## src/rtl/swd_xfer_ctl.sv

```systemverilog
// swd_xfer_ctl: SWD transaction sequencer between the debug command layer and
// the swdIF line engine. It runs one DP/AP register transfer at a time and
// re-issues a frame on a WAIT acknowledge, up to a retry limit. An AP read is
// automatically followed by a DP RDBUFF read, because AP read data is posted.
// Each request gets exactly one response pulse.
//
// Ports
//   clk, rst_n          system clock, asynchronous active-low reset
//   cfg_retries         WAIT retry limit (0 selects WAIT_RETRIES)
//   req_*               request handshake and transfer fields
//   rsp_*               response pulse, status, read data, WAIT retries used
//   swd_addr32/apndp/rnw/dwrite/go   frame fields and launch strobe to swdIF
//   swd_idle/ack/dread/perr          frame status and results from swdIF
//
// state  | meaning
// IDLE   | waiting for a request (accepted only while swdIF is idle)
// LAUNCH | go held high until swdIF leaves idle
// BUSY   | frame in flight, waiting for swdIF to return to idle
// EVAL   | one cycle to decode ack: retry, chain RDBUFF or finish
// DONE   | one-cycle response pulse
module swd_xfer_ctl #(
    parameter logic [7:0]  WAIT_RETRIES = 8'd32,
    parameter int unsigned TIMEOUT_CYC  = 20
) (
    input  logic        clk,
    input  logic        rst_n,
    input  logic [7:0]  cfg_retries,
    input  logic        req_valid,
    output logic        req_ready,
    input  logic [1:0]  req_addr,
    input  logic        req_apndp,
    input  logic        req_rnw,
    input  logic [31:0] req_wdata,
    output logic        rsp_valid,
    output logic [2:0]  rsp_status,
    output logic [31:0] rsp_rdata,
    output logic [7:0]  rsp_retries,
    output logic [1:0]  swd_addr32,
    output logic        swd_apndp,
    output logic        swd_rnw,
    output logic [31:0] swd_dwrite,
    output logic        swd_go,
    input  logic        swd_idle,
    input  logic [2:0]  swd_ack,
    input  logic [31:0] swd_dread,
    input  logic        swd_perr
);

    localparam logic [2:0] S_IDLE   = 3'd0;
    localparam logic [2:0] S_LAUNCH = 3'd1;
    localparam logic [2:0] S_BUSY   = 3'd2;
    localparam logic [2:0] S_EVAL   = 3'd3;
    localparam logic [2:0] S_DONE   = 3'd4;

    localparam logic [2:0] ACK_OK    = 3'b001;
    localparam logic [2:0] ACK_WAIT  = 3'b010;
    localparam logic [2:0] ACK_FAULT = 3'b100;

    localparam logic [2:0] ST_OK       = 3'd0;
    localparam logic [2:0] ST_WAIT_EXH = 3'd1;
    localparam logic [2:0] ST_FAULT    = 3'd2;
    localparam logic [2:0] ST_PARITY   = 3'd3;
    localparam logic [2:0] ST_PROTOCOL = 3'd4;
    localparam logic [2:0] ST_TIMEOUT  = 3'd5;

    localparam logic [TIMEOUT_CYC-1:0] WD_ONE = {{(TIMEOUT_CYC-1){1'b0}}, 1'b1};

    logic [2:0]             state_q, state_d, status_d;
    logic [TIMEOUT_CYC-1:0] wdog_q;
    logic [7:0]             retry_q, limit;
    logic                   rdbuff_q, accept, wdog_tc, wait_more;
    logic                   swd_go_q, rsp_valid_q, swd_apndp_q, swd_rnw_q;
    logic [1:0]             swd_addr32_q;
    logic [31:0]            swd_dwrite_q, rsp_rdata_q;
    logic [2:0]             rsp_status_q;
    logic [7:0]             rsp_retries_q;

    // rst_n gates ready so every output reads 0 while reset is held.
    assign req_ready   = rst_n && (state_q == S_IDLE) && swd_idle;
    assign rsp_valid   = rsp_valid_q;
    assign rsp_status  = rsp_status_q;
    assign rsp_rdata   = rsp_rdata_q;
    assign rsp_retries = rsp_retries_q;
    assign swd_addr32  = swd_addr32_q;
    assign swd_apndp   = swd_apndp_q;
    assign swd_rnw     = swd_rnw_q;
    assign swd_dwrite  = swd_dwrite_q;
    assign swd_go      = swd_go_q;

    always_comb begin
        limit     = (cfg_retries == 8'd0) ? WAIT_RETRIES : cfg_retries;
        accept    = req_valid && req_ready;
        // Watchdog loads all-ones and stops at 1, giving the frame
        // exactly 2^TIMEOUT_CYC-1 cycles in LAUNCH/BUSY.
        wdog_tc   = (wdog_q == WD_ONE);
        wait_more = (retry_q < limit);
        state_d   = state_q;
        status_d  = ST_OK;
        case (state_q)
            S_IDLE: if (accept) state_d = S_LAUNCH;
            S_LAUNCH: begin
                if (wdog_tc) begin
                    status_d = ST_TIMEOUT;
                    state_d  = S_DONE;
                end else if (!swd_idle) begin
                    state_d = S_BUSY;
                end
            end
            S_BUSY: begin
                if (wdog_tc) begin
                    status_d = ST_TIMEOUT;
                    state_d  = S_DONE;
                end else if (swd_idle) begin
                    state_d = S_EVAL;
                end
            end
            S_EVAL: begin
                state_d = S_DONE;
                if (swd_ack == ACK_WAIT) begin
                    if (wait_more) state_d = S_LAUNCH;
                    else           status_d = ST_WAIT_EXH;
                end else if (swd_ack == ACK_FAULT) begin
                    status_d = ST_FAULT;
                end else if (swd_ack != ACK_OK) begin
                    status_d = ST_PROTOCOL;
                end else if (swd_rnw_q && swd_perr) begin
                    status_d = ST_PARITY;
                end else if (rdbuff_q) begin
                    state_d = S_LAUNCH;
                end
            end
            S_DONE:  state_d = S_IDLE;
            default: state_d = S_IDLE;
        endcase
    end

    always_ff @(posedge clk or negedge rst_n) begin
        if (!rst_n) begin
            state_q       <= S_IDLE;
            wdog_q        <= '0;
            retry_q       <= 8'd0;
            rdbuff_q      <= 1'b0;
            swd_go_q      <= 1'b0;
            rsp_valid_q   <= 1'b0;
            swd_addr32_q  <= 2'b00;
            swd_apndp_q   <= 1'b0;
            swd_rnw_q     <= 1'b0;
            swd_dwrite_q  <= 32'd0;
            rsp_rdata_q   <= 32'd0;
            rsp_status_q  <= 3'd0;
            rsp_retries_q <= 8'd0;
        end else begin
            state_q     <= state_d;
            swd_go_q    <= (state_d == S_LAUNCH);
            rsp_valid_q <= (state_d == S_DONE);

            if (state_d == S_LAUNCH && state_q != S_LAUNCH) begin
                wdog_q <= '1;
            end else if ((state_q == S_LAUNCH || state_q == S_BUSY) && !wdog_tc) begin
                wdog_q <= wdog_q - WD_ONE;
            end

            if (accept) begin
                swd_addr32_q <= req_addr;
                swd_apndp_q  <= req_apndp;
                swd_rnw_q    <= req_rnw;
                swd_dwrite_q <= req_wdata;
                retry_q      <= 8'd0;
                rdbuff_q     <= req_apndp & req_rnw;
            end

            if (state_q == S_EVAL) begin
                if (swd_ack == ACK_WAIT && wait_more && retry_q != 8'hFF) begin
                    retry_q <= retry_q + 8'd1;
                end
                // OK ack going back to LAUNCH is the posted-read follow-up.
                if (state_d == S_LAUNCH && swd_ack == ACK_OK) begin
                    rdbuff_q     <= 1'b0;
                    swd_addr32_q <= 2'b11;
                    swd_apndp_q  <= 1'b0;
                    swd_rnw_q    <= 1'b1;
                end
                if (state_d == S_DONE && status_d == ST_OK && swd_rnw_q) begin
                    rsp_rdata_q <= swd_dread;
                end
            end

            if (state_d == S_DONE) begin
                rsp_status_q  <= status_d;
                rsp_retries_q <= retry_q;
            end
        end
    end

endmodule

```

## config.mk

```make
export PLATFORM = sky130hd
export DESIGN_NAME = swd_xfer_ctl
export DESIGN_NICKNAME = d
export VERILOG_FILES = /design/src/rtl/swd_xfer_ctl.sv
export SDC_FILE = /design/constraint.sdc
export NUM_CORES = 1
export LEC_CHECK = 0
export ABC_AREA = 1
export CAP_MARGIN = 25
export CELL_PAD_IN_SITES_DETAIL_PLACEMENT = 2
export CELL_PAD_IN_SITES_GLOBAL_PLACEMENT = 2
export CORE_ASPECT_RATIO = 1.4
export CORE_MARGIN = 2
export CORE_UTILIZATION = 27
export DETAILED_ROUTE_END_ITERATION = 6
export PLACE_DENSITY = 0.77
export SLEW_MARGIN = 20
export SYNTH_ARGS = -nofsm -noshare
export SYNTH_HDL_FRONTEND = slang
export SYNTH_SLANG_ARGS = --single-unit
```

## constraint.sdc

```tcl
create_clock -name clk -period 2.1 [get_ports clk]
set_input_delay 0.42 -clock clk [delete_from_list [all_inputs] [get_ports clk]]
set_output_delay 0.42 -clock clk [all_outputs]
set_load 0.005 [all_outputs]
```

==> flow_metrics.py, run 1 <==
metrics = {
    "outcome": {
        "status": "finished, violations left",
        "failed_checks": "negative setup slack",
    },
    "setup_path": {
        "critPathMaxFanout": 4,
        "path_buf_inv": 4,
        "slowest_stage": "ha_1",
        "criticalPathCategory": "primary input to flip-flop",
        "crit_top_cell": "buf_6",
        "arrival_ns": 2.54,
        "max_stage_delay_ns": 0.36,
        "required_ns": 2.41,
        "critPathCaptureType": "flip-flop",
        "cpLargestDelayFamily": "simple AND/OR/NAND/NOR gates",
        "path_cells": "buf_6 > nor4_4 > a41oi_2 > ha_1 > a21oi_2 > o21a_1 > nand2_2 > buf_4 > buf_6 > nor3_4 > buf_6 > nand3_1 > nor2_1 > a21oi_1",
        "worst-path-stages": 14,
        "startpoint_type": "primary input",
        "ff2ff_path_depth": 12,
    },
    "floorplanning": {
        "die_w_um": 123,
        "ios": 166,
        "fp.coreArea_um2": 19300,
        "die_height_um": 170,
        "row_count": 60,
        "dieArea_um2": 21000,
        "initial_core_util_pct": 27.7,
    },
    "timing": {
        "hold_viol_final": 0,
        "maxSlewHeadroom_pct": 53.0,
        "fmax_ghz": 0.447,
        "worstMarginPinSlew_ns": 0.705,
        "final.period_utilization_pct": 106,
        "period_needed_ns": 2.23,
        "setup_violations": 70,
        "tns_ns": -4.86,
        "hold_slack_ns": 0.0465,
        "fin_ws_ns": -0.135,
        "rsz0062_at_grt": "yes",
        "report.final.slew_viol_count": 0,
        "finClkSkew_ns": 0.0120,
    },
    "placement": {
        "place_inst": 1070,
        "postPlaceCellArea_um2": 7580,
        "dp_slack_ns": -0.829,
        "gp_congestion": 0.827,
        "hpwlAfterDp_mm": 14.1,
        "portBuffers": 165,
    },
    "yosys": {
        "syn_nets": 739,
        "ys_types": 33,
        "syn_inst": 645,
        "synth.avg_cell_area_um2": 8.29,
        "yosysSeqAreaShare_pct": 52.9,
        "synth_area_um2": 5350,
        "ys_warn_count": 0,
        "ys_seq_elements": 113,
    },
    "pwr": {
        "p_leak_nw": 4.18,
        "p_per_area_nw_per_um2": 1020,
        "vdd_drop_max_mv": 0.497,
        "total_power_mw": 9.01,
    },
    "flow_run": {
        "drv_cap": 0,
    },
    "cts": {
        "cts_root_buf": "clkbuf_16",
        "cts.clk_slew.worst_paths_ns": 0.06,
        "cts_buffer_depth": 2,
        "holdBufCountCts": 0,
        "insertion_delay_ns": 0.42,
        "cts_buffers": 17,
        "cts_tree": "done",
        "h-tree-depth": 4,
        "clock-sinks": 113,
    },
    "global_route": {
        "grt_pass1_wl_mm": 32.5,
        "grt_max_degree": 114,
        "grt_use_total_pct": 20.2,
        "overflow": 0,
        "grt_pass1_vias": 6163,
        "antenna_found_initial": 0,
    },
    "final_layout": {
        "num_antenna_cells": 0,
        "layout_commonest_cell": "nand2_1",
        "n_fill_cell": 2050,
        "fin_util_pct": 45.7,
        "fin_area_um2": 8820,
        "layout_common_cells": "nand2_1, clkdlybuf4s50_1, dfrtp_1, inv_1, nor2_1",
        "fin_cells": 1118,
        "nets": 951,
        "layout-area-overhead-vs-synth_pct": 65.1,
        "drive_above_1_share_pct": 22.5,
    },
    "detailed_routing": {
        "avgRoutedWirePerCell_um": 19.9,
        "num_vias": 5345,
        "dr.pass1.iters": 4,
        "drt_iter0_drc": 157,
        "drcViolationCount": 0,
        "wl_mm": 22.2,
        "drtAntennaViolNets": 0,
        "vias_per_cell": 4.78,
    },
    "min_path": {
        "worstHoldPathType": "primary input to asynchronous set/reset pin",
    },
}
==> sequential cells by signal, summed over array words and instances, names as in the netlist <==
name,count
swd_dwrite,32
rsp_valid,1
swd_go,1
swd_apndp,1
rsp_rdata,32
retry_q,8
state_q,3
wdog_q,20
rsp_status,3
swd_rnw,1
rdbuff_q,1
swd_addr32,2
rsp_retries,8
==> final timing paths <==
path / start / endpoint / slack (ns)
worst max register to register: retry_q[3] / retry_q[5] / -0.06
max in group asynchronous: rst_n / retry_q[3] / 1.45
worst max-delay path: cfg_retries[0] / retry_q[5] / -0.13
worst min-delay path: rst_n / wdog_q[4] / 0.05
min in group clk: swd_dwrite[1] / swd_dwrite[1] / 0.48
worst min register to register: swd_dwrite[1] / swd_dwrite[1] / 0.48
==> cell families after synthesis <==
logic type      share of synthesized area [%]
simple gates                             31.1
compound gates                           2.93
flops                                    52.9
fa+ha+maj                                2.34
xor+xnor                                 3.11
buf+inv                                  7.61
==> cell type report <==
cell class                 count  area, um2  area share, %
multi-input combinational    438       2510           28.5
tap                          248        310           3.52
inverter                      69        259           2.93
clock inverter                14        179           2.03
clock buffer                  18        439           4.98
sequential                   113       2830           32.1
timing repair buffer         218       2300           26.0
==> Yosys cell counts <==
library cell / n / share of area (%)
nand2_1: 246 / 17
dfrtp_1: 113 / 53
inv_1: 60 / 4.2
nor2_1: 44 / 3.1
nand4_1: 34 / 4.0
nand3_1: 29 / 2.7
buf_2: 16 / 1.5
a21oi_1: 15 / 1.4
xor2_1: 15 / 2.5
ha_1: 10 / 2.3
nor3_1: 10 / 0.94
inv_2: 9 / 0.63
o21ai_0: 8 / 0.75
clkbuf_1: 5 / 0.35
nor3_2: 4 / 0.75
xnor2_1: 4 / 0.66
buf_4: 3 / 0.42
nand2_2: 3 / 0.35
nand3_2: 2 / 0.37
nor4_1: 2 / 0.23
a31o_2: 1 / 0.16
a41oi_1: 1 / 0.16
and3_1: 1 / 0.12
buf_6: 1 / 0.21
buf_8: 1 / 0.28
nand2_4: 1 / 0.21
nand3_4: 1 / 0.33
nand4_2: 1 / 0.23
nor2_4: 1 / 0.21
nor3_4: 1 / 0.30
o211ai_1: 1 / 0.14
o21a_1: 1 / 0.14
o21ai_2: 1 / 0.16
==> timing repair <==
action,in CTS,in global routing
setup endpoints to repair,80,71
gates resized for setup,76,70
pin swaps,8,14
setup buffers,9,3
gates cloned,4,4
==> power by group <==
group,switching [mW],internal (mW),total [mW],leakage [nW]
registers,0.380,2.72,3.10,1.39
logic,1.37,1.50,2.87,2.50
clock network,1.13,1.91,3.04,0.287
==> routing by layer <==
metal,GRT usage (%),wire (um),vias up
li1,-,-,2463
met1,21.4,8030,2730
met2,37.8,12900,127
met3,5.56,983,25
met4,6.65,354,0
met5,0,0,-
No activity file was read; power rests on OpenSTA's default activity.
==> inputs of run 2 (changes only) <==
--- a/config.mk
+++ b/config.mk
@@ -12,6 +12,7 @@
 export CORE_ASPECT_RATIO = 1.4
 export CORE_MARGIN = 2
 export CORE_UTILIZATION = 27
+export CTS_BUF_LIST = sky130_fd_sc_hd__clkbuf_8 sky130_fd_sc_hd__clkbuf_16
 export DETAILED_ROUTE_END_ITERATION = 6
 export PLACE_DENSITY = 0.77
 export SLEW_MARGIN = 20
==> results of run 2 <==
The final DEF is identical to that of run 1; final timing and power are the same.
